===== src/rtl/xc_aessub_dec_seq_if.sv =====
// rtl/xc_aessub_dec_seq_if.sv - request/response bundle for the sequential aessub decrypt unit
interface xc_aessub_dec_seq_if;
    logic        valid;
    logic [31:0] rs1;
    logic [31:0] rs2;
    logic        rot;
    logic        flush;
    logic        ready;
    logic [31:0] result;

    modport master (output valid, rs1, rs2, rot, flush, input ready, result);
    modport slave  (input valid, rs1, rs2, rot, flush, output ready, result);
endinterface


===== src/rtl/xc_aessub_dec_seq.sv =====
// rtl/xc_aessub_dec_seq.sv - multi-cycle xc.aessub.dec/decrot using shared inverse S-box lanes
module xc_aessub_dec_seq #(
    parameter int BYTES_PER_CYCLE = 1
) (
    input logic                 g_clk,
    input logic                 g_resetn,
    xc_aessub_dec_seq_if.slave  bus
);

    if (BYTES_PER_CYCLE != 1 && BYTES_PER_CYCLE != 2 && BYTES_PER_CYCLE != 4) begin : g_bad_bpc
        $error("BYTES_PER_CYCLE must be 1, 2 or 4");
    end

    localparam logic [1:0] S_IDLE = 2'd0;
    localparam logic [1:0] S_BUSY = 2'd1;
    localparam logic [1:0] S_DONE = 2'd2;

    // idx wraps modulo 4, so a step of 4 is a step of 0 and the single group starts at 0
    localparam logic [1:0] IDX_STEP = 2'(BYTES_PER_CYCLE);
    localparam logic [1:0] IDX_LAST = 2'(4 - BYTES_PER_CYCLE);

    // FIPS-197 inverse S-box, entry 0 first
    localparam logic [0:255][7:0] INV_SBOX = {
        128'h52096ad53036a538bf40a39e81f3d7fb,
        128'h7ce339829b2fff87348e4344c4dee9cb,
        128'h547b9432a6c2233dee4c950b42fac34e,
        128'h082ea16628d924b2765ba2496d8bd125,
        128'h72f8f66486689816d4a45ccc5d65b692,
        128'h6c704850fdedb9da5e154657a78d9d84,
        128'h90d8ab008cbcd30af7e45805b8b34506,
        128'hd02c1e8fca3f0f02c1afbd0301138a6b,
        128'h3a9111414f67dcea97f2cfcef0b4e673,
        128'h96ac7422e7ad3585e2f937e81c75df6e,
        128'h47f11a711d29c5896fb7620eaa18be1b,
        128'hfc563e4bc6d279209adbc0fe78cd5af4,
        128'h1fdda8338807c731b11210592780ec5f,
        128'h60517fa919b54a0d2de57a9f93c99cef,
        128'ha0e03b4dae2af5b0c8ebbb3c83539961,
        128'h172b047eba77d626e169146355210c7d
    };

    function automatic logic [7:0] inv_sbox(input logic [7:0] x);
        return INV_SBOX[x];
    endfunction

    logic [1:0]  fsm;
    logic [1:0]  idx;
    logic [31:0] opnd;
    logic [31:0] acc;
    logic        rot_q;

    logic [1:0]  lane   [BYTES_PER_CYCLE];
    logic [7:0]  sb_out [BYTES_PER_CYCLE];
    logic [31:0] gathered;
    logic        unused_bits;

    assign gathered    = {bus.rs2[31:24], bus.rs1[23:16], bus.rs2[15:8], bus.rs1[7:0]};
    // operand bytes that the gather does not select
    assign unused_bits = ^{bus.rs1[31:24], bus.rs1[15:8], bus.rs2[23:16], bus.rs2[7:0]};

    // shared S-box lanes: lane j handles byte idx+j of the latched operand
    always_comb begin
        for (int j = 0; j < BYTES_PER_CYCLE; j++) begin
            lane[j]   = idx + 2'(j);
            sb_out[j] = inv_sbox(opnd[{lane[j], 3'b000} +: 8]);
        end
    end

    // control FSM and datapath: latch in IDLE, one byte group per BUSY cycle, single DONE cycle
    always_ff @(posedge g_clk or negedge g_resetn) begin
        if (!g_resetn) begin
            fsm   <= S_IDLE;
            idx   <= 2'd0;
            opnd  <= 32'h0;
            rot_q <= 1'b0;
            acc   <= 32'h0;
        end else begin
            case (fsm)
                S_IDLE: begin
                    if (bus.valid && !bus.flush) begin
                        opnd  <= gathered;
                        rot_q <= bus.rot;
                        idx   <= 2'd0;
                        fsm   <= S_BUSY;
                    end
                end
                S_BUSY: begin
                    if (bus.flush || !bus.valid) begin
                        fsm <= S_IDLE;
                    end else begin
                        for (int j = 0; j < BYTES_PER_CYCLE; j++) begin
                            acc[{lane[j], 3'b000} +: 8] <= sb_out[j];
                        end
                        idx <= idx + IDX_STEP;
                        if (idx == IDX_LAST) begin
                            fsm <= S_DONE;
                        end
                    end
                end
                default: begin
                    fsm <= S_IDLE;
                end
            endcase
        end
    end

    // outputs decode registered state only, so nothing combinational reaches them from inputs
    assign bus.ready  = (fsm == S_DONE);
    assign bus.result = bus.ready ? (rot_q ? {acc[7:0], acc[31:8]} : acc) : 32'h0;

endmodule


===== src/flat_wrapper.sv =====
// flat-port wrapper written by rule: the top's interface ports become plain ports
module xc_aessub_dec_seq_flat 
#(
    parameter int BYTES_PER_CYCLE = 1
)
  (g_clk, g_resetn, bus_valid, bus_rs1, bus_rs2, bus_rot, bus_flush, bus_ready, bus_result);
  xc_aessub_dec_seq_if bus_i ();
  input logic g_clk;
  input logic g_resetn;
  input wire logic [$bits(bus_i.valid)-1:0] bus_valid;
  input wire logic [$bits(bus_i.rs1)-1:0] bus_rs1;
  input wire logic [$bits(bus_i.rs2)-1:0] bus_rs2;
  input wire logic [$bits(bus_i.rot)-1:0] bus_rot;
  input wire logic [$bits(bus_i.flush)-1:0] bus_flush;
  output wire logic [$bits(bus_i.ready)-1:0] bus_ready;
  output wire logic [$bits(bus_i.result)-1:0] bus_result;
  assign bus_i.valid = bus_valid;
  assign bus_i.rs1 = bus_rs1;
  assign bus_i.rs2 = bus_rs2;
  assign bus_i.rot = bus_rot;
  assign bus_i.flush = bus_flush;
  assign bus_ready = bus_i.ready;
  assign bus_result = bus_i.result;
  xc_aessub_dec_seq #(.BYTES_PER_CYCLE(BYTES_PER_CYCLE)) u_core (.g_clk(g_clk), .g_resetn(g_resetn), .bus(bus_i));
endmodule

===== config.mk =====
export PLATFORM = sky130hd
export DESIGN_NAME = xc_aessub_dec_seq_flat
export DESIGN_NICKNAME = d
export VERILOG_FILES = /design/src/rtl/xc_aessub_dec_seq_if.sv /design/src/rtl/xc_aessub_dec_seq.sv /design/src/flat_wrapper.sv
export SDC_FILE = /design/constraint.sdc
export NUM_CORES = 1
export LEC_CHECK = 0
export ABC_CLOCK_PERIOD_IN_PS = 4900
export CAP_MARGIN = 20
export CORE_AREA = 2 2 128 130
export CTS_CLUSTER_SIZE = 14
export DETAILED_ROUTE_END_ITERATION = 8
export DIE_AREA = 0 0 130 132
export DONT_BUFFER_PORTS = 1
export MAX_ROUTING_LAYER = met4
export PLACE_DENSITY = 0.61
export SYNTH_ARGS = -nofsm -noshare
export SYNTH_HDL_FRONTEND = slang
export SYNTH_SLANG_ARGS = --single-unit
export TNS_END_PERCENT = 30

===== constraint.sdc =====
create_clock -name g_clk -period 4.9 [get_ports g_clk]
set_input_delay 0.49 -clock g_clk [delete_from_list [all_inputs] [get_ports g_clk]]
set_output_delay 0.49 -clock g_clk [all_outputs]
set_load 0.01 [all_outputs]

==> summary by stage <==
Yosys
Synthesis produced a netlist whose cell count is 832. The fraction of registers with async set or reset after synthesis is 100%. The most common cell in the synthesized netlist is sky130_fd_sc_hd__nand2_1. Counting distinct cell types in the post-synthesis netlist gives 81. The register area share after synthesis is 24.8%.

In this run, synthesis inferred 0 flip-flops with an integrated enable. The number of warnings printed during yosys synthesis is 0. After synthesis, the mean cell area works out to 8.38 um^2. The library cell occupying the most area in the post-synthesis netlist is sky130_fd_sc_hd__dfrtp_1. The most common flop cell mapped by yosys is sky130_fd_sc_hd__dfrtp_1. Yosys attributes the largest share of cell area to sky130_fd_sc_hd__dfrtp_1 25%, sky130_fd_sc_hd__mux2i_1 8.3%, sky130_fd_sc_hd__mux2_2 6.6%. The commonest cells after synthesis are 74 x sky130_fd_sc_hd__nand2_1, 73 x sky130_fd_sc_hd__nor2_1, 69 x sky130_fd_sc_hd__dfrtp_1. The number of nets handed over by synthesis was 925. After synthesis the netlist holds a flip-flop and latch count of 69. After synthesis the cells add up to 6970 um^2. The share of the synthesized area in the top cell type is 24.8%.

Final layout
The final core area utilization is 47.0%. The number of antenna diodes in the final layout is 0. The final cell area excluding filler cells is 7380 um^2. The growth of design area from synthesis to finish is 5.78%. The number of nets in the layout is 879. The share of layout cells above drive strength 1 is 15.3%.

CTS
The number of sinks driven by the clock tree is 69. Clock latency on the worst-skew pair, taken at its later pin, is 0.34 ns. The CTS buffer count is 9.

After clock tree synthesis, the clock-pin slew on the worst setup and hold paths is 0.06 ns. The buffer type at the clock tree root is sky130_fd_sc_hd__clkbuf_16. TritonCTS built the clock tree. The deepest clock path buffer count is 2. In this run the post-CTS setup repair buffer count came out at 0. The maximum level of the CTS H-tree is 3.

Drt
The highest routing layer actually used is met4. The wire length on met2 is 11500 um. The number of remaining DRC errors is 0. The vias after detailed routing is 6988. The wire length on met1 is 10500 um. The detail route stage leaves a number of antenna-violating nets equal to 0. The routed design uses 2880 um of met3 wire. The detail-routed via count per cell is 6.94. The average detailed-routed wire length per instance is 26.2 um.

The pre-antenna-repair detailed-routing pass consisted of 6 iterations. The initial detailed-routing violation count is 908. The final layout contains routed wiring with a total length of 26400 um.

Floorplanning
The core region is 15700 um^2. The boundary pin count is 102. The full die area is 17200 um^2.

The floorplan step set the die width to 130 um. In this run the vertical extent of the chip is 132 um. Once the floorplan was initialized, standard cells occupied 44.4% of the core. The initialized floorplan defines 46 standard-cell rows.

STA
Adding up every negative setup slack in the final design gives 0 ns. Setup repair after global routing left no endpoint under its margin. The number of slew-limit violations in the final report came to 0. At the pin with the least slew margin, the transition time is 1.04 ns.

The final worst setup slack is 0.592 ns. In this run the tightest slew margin relative to its limit is 30.9%. Derived from the worst setup path, the maximum achievable clock frequency is 232 MHz. Setup violations remaining at the end of the flow were counted as 0. The minimum clock period is 4.31 ns. The final hold violation count is 0.

The setup skew after layout is 0.00775 ns. The part of the cycle the worst path needs is 87.9%.

Run
Max-cap violations in this run came to 0.

Placement
The routability-driven placement congestion ratio is 1.03. The detailed placer's ending HPWL is 18300 um. Summing all placed instances gives a cell area of 7050 um^2. At the placement stage, the worst setup path has a slack of 0.815 ns. The count of input and output buffers is 0.

Outcome
The run finished with clean final reports.

Power and ir drop
The highest ir drop seen on vdd is 317 uV. Summed over all cells, the static leakage comes to 2.83 nW. The total power density per cell area is 552 nW/um^2.

Critical path
The maximum fanout along the worst path is 33. The category of the most critical setup path is reg -> reg. For the worst setup path, the data arrival time is 4.56 ns. The worst setup path is launched from a flip-flop. The logic depth of the worst register-to-register path is 9. The element type at the critical path end is a flip-flop. The required arrival time at the worst endpoint is 5.15 ns.

Global route
The total grt overflow is 0. The pin count of the biggest net entering global routing is 70. The number of global-route vias before repair was 6711. The first global-routing pass estimated 40300 um of wire. Global routing used 31.6% of the available tracks. The initial antenna violation count is 0.

Worst hold path
The class of the tightest hold or removal check is in -> async.
==> per-stage QoR <==
| stage | std cells | hold slack (ns) | power [mW] |
|---|---|---|---|
| final | 1007 | 0.0199 | 4.07 |
| after global routing | 1007 | 0.0386 | 4.25 |
| after CTS | 1007 | 0.0328 | 3.96 |
| after detailed placement | 990 | 0.195 | 3.28 |
| after global placement | 990 | 0.196 | 3.29 |
| after floorplan | 832 | 0.194 | 2.54 |
==> what timing repair did <==
action | in CTS | in global routing
setup endpoints to repair | 0 | 0
endpoints found under the hold margin | 69 | 0
hold buffers | 1 | 0
resized for setup | 0 | 0
==> kinds of logic after synthesis <==
group                    synth area share [%]
buffers and inverters                    6.91
flip-flops                               24.8
adder cells (fa/ha/maj)                  4.31
AND/OR/NAND/NOR                          18.6
multiplexers                             17.7
XOR/XNOR                                0.233
AO/OA/AOI/OAI                            27.5
==> path summary, 6_finish.rpt <==
check | startpoint | end | slack [ns]
setup / recovery | u_core.idx[0]$_DFFE_PN0P_ | u_core.acc[16]$_DFFE_PN0P_ | 0.59
setup reg to reg | u_core.idx[0]$_DFFE_PN0P_ | u_core.acc[16]$_DFFE_PN0P_ | 0.59
hold / removal | g_resetn | u_core.opnd[25]$_DFFE_PN0P_ | 0.02
hold reg to reg | u_core.opnd[24]$_DFFE_PN0P_ | u_core.opnd[24]$_DFFE_PN0P_ | 0.50
min in group g_clk | bus_rs1[18] | u_core.opnd[18]$_DFFE_PN0P_ | 0.30
max in group asynchronous | g_resetn | u_core.acc[18]$_DFFE_PN0P_ | 4.58
==> worst max-delay path, cell delays in order (launching register included) <==
cell and delay (ns):
sky130_fd_sc_hd__dfrtp_1 0.68, sky130_fd_sc_hd__mux4_2 0.35, sky130_fd_sc_hd__buf_4 0.41, sky130_fd_sc_hd__ha_1 0.73, sky130_fd_sc_hd__inv_1 0.46, sky130_fd_sc_hd__a21oi_1 0.49
sky130_fd_sc_hd__a221oi_1 0.14, sky130_fd_sc_hd__a211oi_1 0.42, sky130_fd_sc_hd__nand4_1 0.27, sky130_fd_sc_hd__o21ai_0 0.24
==> sequential cells by signal, indices dropped and copies added (netlist names) <==
| register | count |
|---|---|
| u_core.opnd | 32 |
| u_core.idx | 2 |
| u_core.fsm | 2 |
| u_core.acc | 32 |
| u_core.rot_q | 1 |
==> layout make-up <==
class,count,area (um^2)
Fill cell,1518,8340
Multi-Input combinational cell,661,4770
Sequential cell,69,1730
Tap cell,216,270
Clock buffer,11,243
Timing Repair Buffer,28,243
Inverter,17,63.8
Clock inverter,5,60.1
==> layout by cell type, fill, tap and decap left out, drive strengths merged, types with 16 or more instances in the layout <==
cell type | synthesis | layout
nand2b | 22 | 22
nor2 | 74 | 74
o211ai | 27 | 27
a31oi | 16 | 16
nand3 | 27 | 27
inv | 16 | 16
a311oi | 16 | 16
ha | 24 | 24
dfrtp | 69 | 69
mux2i | 59 | 59
a21oi | 29 | 29
buf | 43 | 28
mux2 | 42 | 42
a211oi | 18 | 18
o21ai | 57 | 57
nand2 | 74 | 74
==> metal layers <==
layer  track usage, %  up-vias
met4             15.4        0
met5                -        -
met1             40.0     3295
met2             46.5      508
li1                 -     3060
met3             8.24      125
==> power breakdown <==
part / switching [mW] / internal [mW]
Sequential: 0.0666 / 0.658
Clock: 0.244 / 0.408
Combinational: 1.81 / 0.882
Total: 2.12 / 1.95
No activity file was read; power rests on OpenSTA's default activity.
